===== config.mk =====
export PLATFORM = sky130hd
export DESIGN_NAME = pipe_hazard_ctrl_flat
export DESIGN_NICKNAME = d
export VERILOG_FILES = /design/src/rtl/rv_pipe_pkg.sv /design/src/rtl/pipe_hazard_ctrl_if.sv /design/src/rtl/sat_counter.sv /design/src/rtl/pipe_hazard_ctrl.sv /design/src/flat_wrapper.sv
export SDC_FILE = /design/constraint.sdc
export NUM_CORES = 1
export LEC_CHECK = 0
export BUFFER_PORTS_ARGS = -buffer_cell sky130_fd_sc_hd__buf_2
export CORE_UTILIZATION = 54
export CTS_BUF_LIST = sky130_fd_sc_hd__clkbuf_8
export CTS_CLUSTER_DIAMETER = 30
export DETAILED_ROUTE_END_ITERATION = 16
export GPL_TIMING_DRIVEN = 0
export PLACE_DENSITY = 0.82
export SYNTH_ARGS = -nofsm -noshare
export SYNTH_HDL_FRONTEND = slang
export SYNTH_SLANG_ARGS = --single-unit

===== constraint.sdc =====
create_clock -name clk -period 2.46 [get_ports clk]
set_input_delay 0.123 -clock clk [delete_from_list [all_inputs] [get_ports clk]]
set_output_delay 0.123 -clock clk [all_outputs]
set_load 0.1 [all_outputs]

===== src/rtl/rv_pipe_pkg.sv =====
// Shared encodings for the RV32I pipeline control.
// Result-select codes, hazard FSM states and wait defaults.
package rv_pipe_pkg;

  localparam logic [2:0] RES_ALU  = 3'b000;
  localparam logic [2:0] RES_LOAD = 3'b001;
  localparam logic [2:0] RES_PC4  = 3'b010;
  localparam logic [2:0] RES_IMM  = 3'b011;

  localparam int TIMEOUT_DEF = 16;

  typedef enum logic {
    RUN      = 1'b0,
    MEM_WAIT = 1'b1
  } hz_state_e;

endpackage


===== src/rtl/pipe_hazard_ctrl_if.sv =====
// Hazard controller bundle between pipeline datapath and controller.
// master: datapath side, slave: controller side.
interface pipe_hazard_ctrl_if;

  logic [4:0]  Rs1D;
  logic [4:0]  Rs2D;
  logic [4:0]  RdE;
  logic [2:0]  ResultSrcE;
  logic        PCSrcE;
  logic        MemReqM;
  logic        MemReadyM;
  logic        StallF;
  logic        StallD;
  logic        FlushD;
  logic        FlushE;
  logic        EN_EM;
  logic        EN_MW;
  logic        KillM;
  logic        BusErr;
  logic [31:0] WaitCnt;

  modport master (
    output Rs1D, Rs2D, RdE, ResultSrcE,
    output PCSrcE, MemReqM, MemReadyM,
    input  StallF, StallD, FlushD, FlushE,
    input  EN_EM, EN_MW, KillM, BusErr,
    input  WaitCnt
  );

  modport slave (
    input  Rs1D, Rs2D, RdE, ResultSrcE,
    input  PCSrcE, MemReqM, MemReadyM,
    output StallF, StallD, FlushD, FlushE,
    output EN_EM, EN_MW, KillM, BusErr,
    output WaitCnt
  );

endinterface


===== src/rtl/sat_counter.sv =====
// Saturating up-counter with synchronous clear.
// Clear has priority over increment.
module sat_counter #(
  parameter int W = 32
) (
  input  logic         clk,
  input  logic         clr,
  input  logic         inc,
  output logic [W-1:0] cnt
);

  logic [W-1:0] cnt_q;
  logic [W-1:0] cnt_d;

  always_comb begin
    cnt_d = cnt_q;
    if (clr)
      cnt_d = '0;
    else if (inc && (cnt_q != {W{1'b1}}))
      cnt_d = cnt_q + 1'b1;
  end

  always_ff @(posedge clk) begin
    cnt_q <= cnt_d;
  end

  assign cnt = cnt_q;

endmodule


===== src/rtl/pipe_hazard_ctrl.sv =====
// Stall/flush controller: load-use, branch flush, memory waits.
// Memory waits freeze the whole pipe and are bounded by TIMEOUT.
module pipe_hazard_ctrl
  import rv_pipe_pkg::*;
#(
  parameter int TIMEOUT = TIMEOUT_DEF
) (
  input  logic                clk,
  input  logic                rst,
  pipe_hazard_ctrl_if.slave   hz
);

  localparam logic [7:0] TO_LAST = 8'(TIMEOUT - 1);

  hz_state_e  state_q;
  hz_state_e  state_d;
  logic [7:0] cnt_q;
  logic [7:0] cnt_d;

  logic pending;
  logic tmo;
  logic hold;
  logic branch;
  logic load_use;

  logic stall_f;
  logic stall_d;
  logic flush_d;
  logic flush_e;
  logic en_em;
  logic en_mw;
  logic kill_m;
  logic bus_err;

  // A held access stays pending in MEM_WAIT even if MemReqM drops.
  assign pending = (state_q == MEM_WAIT) || hz.MemReqM;
  assign tmo     = (state_q == MEM_WAIT) && !hz.MemReadyM
                && (cnt_q == TO_LAST);
  assign hold    = !rst && pending && !hz.MemReadyM && !tmo;

  assign branch   = !rst && !hold && hz.PCSrcE;
  assign load_use = !rst && !hold && !hz.PCSrcE
                 && (hz.ResultSrcE == RES_LOAD)
                 && (hz.RdE != 5'd0)
                 && ((hz.RdE == hz.Rs1D) || (hz.RdE == hz.Rs2D));

  always_ff @(posedge clk) begin
    if (rst) begin
      state_q <= RUN;
      cnt_q   <= '0;
    end else begin
      state_q <= state_d;
      cnt_q   <= cnt_d;
    end
  end

  always_comb begin
    state_d = state_q;
    cnt_d   = '0;
    unique case (state_q)
      RUN: begin
        if (hz.MemReqM && !hz.MemReadyM) begin
          state_d = MEM_WAIT;
          cnt_d   = 8'd1;
        end
      end
      MEM_WAIT: begin
        if (hz.MemReadyM || tmo)
          state_d = RUN;
        else
          cnt_d = cnt_q + 8'd1;
      end
      default: state_d = RUN;
    endcase
  end

  always_comb begin
    stall_f = 1'b0;
    stall_d = 1'b0;
    flush_d = 1'b0;
    flush_e = 1'b0;
    en_em   = 1'b1;
    en_mw   = 1'b1;
    kill_m  = !rst && tmo;
    bus_err = !rst && tmo;
    unique case (1'b1)
      hold: begin
        stall_f = 1'b1;
        stall_d = 1'b1;
        en_em   = 1'b0;
        en_mw   = 1'b0;
      end
      branch: begin
        flush_d = 1'b1;
        flush_e = 1'b1;
      end
      load_use: begin
        stall_f = 1'b1;
        stall_d = 1'b1;
        flush_e = 1'b1;
      end
      default: ;
    endcase
  end

  assign hz.StallF = stall_f;
  assign hz.StallD = stall_d;
  assign hz.FlushD = flush_d;
  assign hz.FlushE = flush_e;
  assign hz.EN_EM  = en_em;
  assign hz.EN_MW  = en_mw;
  assign hz.KillM  = kill_m;
  assign hz.BusErr = bus_err;

  sat_counter #(
    .W (32)
  ) u_wait_cnt (
    .clk (clk),
    .clr (rst),
    .inc (hold),
    .cnt (hz.WaitCnt)
  );

endmodule


===== src/flat_wrapper.sv =====
// flat-port wrapper written by rule: the top's interface ports become plain ports
module pipe_hazard_ctrl_flat import rv_pipe_pkg::*;
#(
  parameter int TIMEOUT = TIMEOUT_DEF
)
  (clk, rst, hz_Rs1D, hz_Rs2D, hz_RdE, hz_ResultSrcE, hz_PCSrcE, hz_MemReqM, hz_MemReadyM, hz_StallF, hz_StallD, hz_FlushD, hz_FlushE, hz_EN_EM, hz_EN_MW, hz_KillM, hz_BusErr, hz_WaitCnt);
  pipe_hazard_ctrl_if hz_i ();
  input  logic clk;
  input  logic rst;
  input wire logic [$bits(hz_i.Rs1D)-1:0] hz_Rs1D;
  input wire logic [$bits(hz_i.Rs2D)-1:0] hz_Rs2D;
  input wire logic [$bits(hz_i.RdE)-1:0] hz_RdE;
  input wire logic [$bits(hz_i.ResultSrcE)-1:0] hz_ResultSrcE;
  input wire logic [$bits(hz_i.PCSrcE)-1:0] hz_PCSrcE;
  input wire logic [$bits(hz_i.MemReqM)-1:0] hz_MemReqM;
  input wire logic [$bits(hz_i.MemReadyM)-1:0] hz_MemReadyM;
  output wire logic [$bits(hz_i.StallF)-1:0] hz_StallF;
  output wire logic [$bits(hz_i.StallD)-1:0] hz_StallD;
  output wire logic [$bits(hz_i.FlushD)-1:0] hz_FlushD;
  output wire logic [$bits(hz_i.FlushE)-1:0] hz_FlushE;
  output wire logic [$bits(hz_i.EN_EM)-1:0] hz_EN_EM;
  output wire logic [$bits(hz_i.EN_MW)-1:0] hz_EN_MW;
  output wire logic [$bits(hz_i.KillM)-1:0] hz_KillM;
  output wire logic [$bits(hz_i.BusErr)-1:0] hz_BusErr;
  output wire logic [$bits(hz_i.WaitCnt)-1:0] hz_WaitCnt;
  assign hz_i.Rs1D = hz_Rs1D;
  assign hz_i.Rs2D = hz_Rs2D;
  assign hz_i.RdE = hz_RdE;
  assign hz_i.ResultSrcE = hz_ResultSrcE;
  assign hz_i.PCSrcE = hz_PCSrcE;
  assign hz_i.MemReqM = hz_MemReqM;
  assign hz_i.MemReadyM = hz_MemReadyM;
  assign hz_StallF = hz_i.StallF;
  assign hz_StallD = hz_i.StallD;
  assign hz_FlushD = hz_i.FlushD;
  assign hz_FlushE = hz_i.FlushE;
  assign hz_EN_EM = hz_i.EN_EM;
  assign hz_EN_MW = hz_i.EN_MW;
  assign hz_KillM = hz_i.KillM;
  assign hz_BusErr = hz_i.BusErr;
  assign hz_WaitCnt = hz_i.WaitCnt;
  pipe_hazard_ctrl #(.TIMEOUT(TIMEOUT)) u_core (.clk(clk), .rst(rst), .hz(hz_i));
endmodule

# Yosys cells after proc, flatten, opt, wreduce, memory -nomap -nowiden
# Cells that the tools add are included.
[word_totals]
reg_bits = 41
in_bits = 23
word_cells = 46
[classes]
addsub = 2
n_eq_ne = 5
n_mux = 10
bitwise_logic = 1
reduce_logical = 25
[op_table]
columns = ["operator", "n"]
rows = [
  ["adder 32 x 1 -> 32 bit (second input constant)", 1],
  ["inequality test 32 bit (second input constant)", 1],
  ["one-hot mux 8 bit (2 select lines)", 1],
  ["logical AND 1 bit", 14],
  ["== test 5 bit", 2],
  ["adder 8 x 1 -> 8 bit (second input constant)", 1],
  ["== test 8 x 4 -> 1 bit (second input constant)", 1],
  ["2-to-1 mux 8 bit", 1],
  ["2-to-1 mux 1 bit", 7],
  ["zero test 1 bit", 5],
  ["nonzero test 5 bit", 1],
  ["OR reduction 2 bit", 2],
  ["== test 3 x 1 -> 1 bit (second input constant)", 1],
  ["logical OR 1 bit", 3],
  ["one-hot mux 1 bit (2 select lines)", 1],
  ["inverter 1 bit", 1],
]

# Longest topological paths before layout
[logic_depth]
ltp_word = 13
mapped_depth = 11
depth_no_buf = 7

# Modules after synthesis
# A second synthesis with hierarchy kept.
[hier_totals]
cells_unflattened = 269
hier_area_um2 = 2267.2
[modules_own_cells]
columns = ["mod", "instances", "cells_each", "area_per_inst_um2", "seq_area_each_um2"]
rows = [
  ["sat_counter", 1, 199, 1674.1, 640.6],
  ["pipe_hazard_ctrl", 1, 70, 593.1, 180.2],
]

# Least setup slack after synthesis
# OpenSTA, ideal clock, no wires.
[synth_path]
path_type = "register -> output"
start = "register u_core.cnt_q[0]"
end = "output port hz_FlushE"
arrival_time_ns = 3.117
required_time_ns = 2.337
slack_ns = -0.780
stages_incl_launch_ff = 11
path_buffers = 3
path_cell_list = "dfxtp_1 > ha_1 > nand3_1 > nand4bb_1 > buf_4 > and2_1 > buf_4 > inv_2 > buf_2 > and3_1 > nand2b_1"
[synth_via]
elab_chain_len = 12
word_cells_on_any_way = 13
cone_classes = "eq/ne (1); mux (1); reduce/logical (11)"
[synth_lines]
columns = ["element", "line_no", "text"]
rows = [
  ["start, declared", "pipe_hazard_ctrl.sv:17", "logic [7:0] cnt_q;"],
  ["start signal, assigned", "pipe_hazard_ctrl.sv:53", "cnt_q <= cnt_d;"],
  ["== test 8 x 4 -> 1 bit *", "pipe_hazard_ctrl.sv:38", "&& (cnt_q == TO_LAST);"],
  ["logical AND 1 bit *", "pipe_hazard_ctrl.sv:38", ""],
  ["zero test 1 bit *", "pipe_hazard_ctrl.sv:39", "assign hold = !rst && pending && !hz.MemReadyM && !tmo;"],
  ["logical AND 1 bit *", "pipe_hazard_ctrl.sv:39", ""],
  ["zero test 1 bit *", "pipe_hazard_ctrl.sv:41, pipe_hazard_ctrl.sv:42", ""],
  ["logical AND 1 bit *", "pipe_hazard_ctrl.sv:41, pipe_hazard_ctrl.sv:42", ""],
  ["logical AND 1 bit", "pipe_hazard_ctrl.sv:42", "assign load_use = !rst && !hold && !hz.PCSrcE"],
  ["logical AND 1 bit", "pipe_hazard_ctrl.sv:43", "&& (hz.ResultSrcE == RES_LOAD)"],
  ["logical AND 1 bit", "pipe_hazard_ctrl.sv:44", "&& (hz.RdE != 5'd0)"],
  ["logical AND 1 bit", "pipe_hazard_ctrl.sv:45", "&& ((hz.RdE == hz.Rs1D) || (hz.RdE == hz.Rs2D));"],
  ["OR reduction 2 bit (no source line) *", "--", ""],
  ["2-to-1 mux 1 bit *", "pipe_hazard_ctrl.sv:86", "unique case (1'b1)"],
  ["end, declared", "flat_wrapper.sv:20", "output wire logic [$bits(hz_i.FlushE)-1:0] hz_FlushE;"],
]
# Every way passes the cells marked *; elsewhere a longest branch is shown, timed or not.

# Final worst setup path
[layout_path]
start = "register u_core.cnt_q[0]"
end = "output port hz_StallF"
[layout_via]
elab_chain_len = 12
[layout_lines]
columns = ["element", "line_no", "text"]
rows = [
  ["== test 8 x 4 -> 1 bit *", "pipe_hazard_ctrl.sv:38", ""],
  ["logical AND 1 bit *", "pipe_hazard_ctrl.sv:38", ""],
  ["zero test 1 bit *", "pipe_hazard_ctrl.sv:39", ""],
  ["logical AND 1 bit *", "pipe_hazard_ctrl.sv:39", ""],
  ["zero test 1 bit", "pipe_hazard_ctrl.sv:42", ""],
  ["logical AND 1 bit (2 in series)", "pipe_hazard_ctrl.sv:42", ""],
  ["logical AND 1 bit", "pipe_hazard_ctrl.sv:43", ""],
  ["logical AND 1 bit", "pipe_hazard_ctrl.sv:44", ""],
  ["logical AND 1 bit", "pipe_hazard_ctrl.sv:45", ""],
  ["OR reduction 2 bit (no source line) *", "--", ""],
  ["2-to-1 mux 1 bit *", "pipe_hazard_ctrl.sv:86", ""],
  ["end, declared", "flat_wrapper.sv:17", "output wire logic [$bits(hz_i.StallF)-1:0] hz_StallF;"],
]
# Marks and branches as above.

==> flow_summary.yaml <==
detailed_routing:
  wl_per_cell_um: 15.6
  first_iter_violations: 177
  wl_um: 6110
  drcViolationCount: 0
  vias_per_cell: 6.15
  vias: 2404
  first_pass_iters: 4
  drtAntennaViolNets: 0
sta:
  maxSlewHeadroom_pct: 65.6
  min_period_ns: 2.38
  fmax_mhz: 420
  fin_tns_setup_ns: 0
  worst_clock_skew_ns: 0.00812
  worst_pin_slew_ns: 0.511
  holdWs_ns: 0.0722
  finalCritPeriodShare_pct: 96.7
  drv_slew: 0
  timing.final.ws_setup_ns: 0.0801
  setup_viol: 0
  hold_viol_final: 0
logic_synthesis:
  netlist_instances: 272
  yosys.area_share.simple_pct: 33.4
  synth_xor_area_share_pct: 6.00
  syn_avg_cell_area_um2: 8.59
  synth_top_area_share_pct: 35.1
  synth-compound-area-share_pct: 17.0
  netlist_top_cells_area: "dfxtp_1 35%, or4_1 6.7%, o31ai_1 5.8%, a21oi_1 5.6%, nand3_1 4.1%"
  ys_warn_count: 0
  synth_cell_type_count: 48
  synth_edf_count: 0
  synth_top_area_cell: "dfxtp_1"
  async_flop_share_pct: 0
  synth-adder-area-share_pct: 1.07
  synth_mux_area_share_pct: 0.911
  synth.cell_area_um2: 2340
  synthFlopType: "dfxtp_1"
  synth_top_family_by_area: "simple AND/OR/NAND/NOR gates"
  ys_seq_elements: 41
  ys_seq_area_share_pct: 35.1
  synth_fp_nets: 297
global_route:
  grtUsageMet1_pct: 35.4
  gr-total-overflow: 0
  grt_max_degree: 21
  grt_pass1_wl_um: 10000
  grt_pass1_vias: 2265
  antenna_found_initial: 0
  use_met2_pct: 49.0
  grt_usage_pct: 28.8
  grt_busiest_layer: "met2"
  grtUsageMet3_pct: 5.07
cells_and_area:
  final_area_um2: 2950
  final_cells: 391
  drive_gt1_share_pct: 35.2
  final_cell_mix: "57 x buf_2, 26 x a21oi_1, 21 x or4_1, 21 x dfxtp_1, 20 x dfxtp_2"
  diodes: 0
  mostFrequentLayoutCell: "buf_2"
  layout.area.seq_um2: 846
  multi_input_area_um2: 1410
  num-fill-cells: 313
  syn_to_final_growth_pct: 26.4
  nNetsFinal: 365
critical_path:
  start_kind: "register"
  regToRegEndpoint: "u_core.u_wait_cnt.cnt[22]"
  worstPathArrival_ns: 2.26
  cp-endpoint: "hz_StallF"
  path_max_fanout: 6
  end_kind: "output port"
  setup.worst_path.start: "u_core.cnt_q[0]"
  r2r_cells: 9
  r2r_slack_ns: 0.36
  rr_startpoint: "u_core.cnt_q[0]"
  required_ns: 2.34
  crit_type: "register to output port"
clocking:
  clk-insertion-delay-late_ns: 0.30
  htree_levels: 2
  hold_buffers: 0
  cts.reportedPaths.clkPinSlew_ns: 0.07
  clk_path_buf_depth: 2
  cts_tree: "yes"
  clock_sinks: 41
  cts_inserted_buffers: 5
  cts-root-buf: "clkbuf_8"
pwr:
  switching_power_mw: 0.333
  power_frac_clock_pct: 40.9
  p_comb_share_pct: 10.4
  ir_drop_mv: 0.286
  intPower_mw: 1.04
  swShare_pct: 24.2
  p_leak_nw: 1.16
  powerDensity_nw_per_um2: 465
  pwr-share-seq_pct: 48.7
worst_hold_path:
  holdCritPathClass: "primary input to register"
place:
  place_area_um2: 2740
  hpwl_um: 4240
  portBuffers: 61
  gp_congestion: 0.820
  placedCellCount: 383
  pre_cts_ws_ns: -0.000740
floorplanning:
  die_area_um2: 4590
  rows: 23
  die_h_um: 67.8
  core_um2: 4090
  start_util_pct: 57.2
  io_pins: 63
  die_x_um: 67.8
run:
  drv_cap: 0
outcome:
  status: "completed"
metrics by stage:
| step | utilization, % | total power, mW |
|---|---|---|
| after floorplan | - | 0.777 |
| after global routing | 72.3 | 1.42 |
| after detailed placement | 67.1 | 0.817 |
| final | 72.3 | 1.37 |
| after CTS | 71.1 | 1.38 |
| after global placement | 67.1 | 0.815 |
Yosys cell counts (all sizes together), types with 8 or more instances:
library cell,n
o31ai,18
nor2,14
xor2,10
dfxtp,41
o21ai,9
a21oi,26
inv,8
nand2,18
nor3,8
or4,21
or3,9
buf,15
nand3,19
repair_timing:
item,4_1_cts,5_1_grt
endpoints found under the setup margin,6,4
resized for setup,18,9
buffers inserted,0,2
gates cloned,0,0
pin swaps,1,5
power by group through the flow:
stage	Sequential [mW]	Combinational, mW	Clock, mW
CTS	0.669	0.142	0.571
finish	0.670	0.142	0.562
global route	0.670	0.152	0.599
floorplan	0.693	0.0842	0
detailed placement	0.685	0.132	0
global placement	0.685	0.130	0
layer usage:
metal	up-vias	wire (um)
li1	1173	-
met4	0	78
met3	8	351
met5	-	0
met2	93	3010
met1	1130	2670
registers in the layout, indices dropped and copies added, names as in the netlist:
register	flops
u_core.cnt_q	8
u_core.u_wait_cnt.cnt	32
u_core.state_q	1
critical path, stage by stage (launching register included):
cell,delay (ns)
dfxtp_2,0.36
ha_4,0.15
nand3_2,0.09
nand4bb_1,0.22
buf_6,0.15
and2_2,0.21
a2111o_1,0.43
nand2_4,0.09
buf_4,0.11
buf_12,0.16
layout make-up:
cell class,count,area share (%)
Tap cell,50,2.12
Sequential cell,41,28.6
Buffer,16,4.03
Clock inverter,2,1.14
Timing Repair Buffer,63,12.5
Clock buffer,6,2.80
Multi-Input combinational cell,205,47.8
Inverter,8,1.02
cell families after synthesis:
| logic type | after synthesis |
|---|---|
| multiplexers | 2 |
| adder cells (fa/ha/maj) | 2 |
| AND/OR/NAND/NOR | 123 |
| buffers and inverters | 26 |
| flip-flops | 41 |
| AO/OA/AOI/OAI | 62 |
| XOR/XNOR | 16 |
worst min path at each step:
stage | to | slack [ns] | start | depth (start not counted)
after floorplan | u_core.cnt_q[0] | 0.20 | hz_MemReadyM | 1
after global placement | u_core.cnt_q[0] | 0.37 | hz_MemReadyM | 2
after detailed placement | u_core.cnt_q[0] | 0.38 | hz_MemReadyM | 2
after CTS | u_core.cnt_q[0] | 0.06 | hz_MemReadyM | 2
after global routing | u_core.cnt_q[0] | 0.09 | hz_MemReadyM | 2
final | u_core.cnt_q[0] | 0.07 | hz_MemReadyM | 2
No activity file was read; power rests on OpenSTA's default activity.
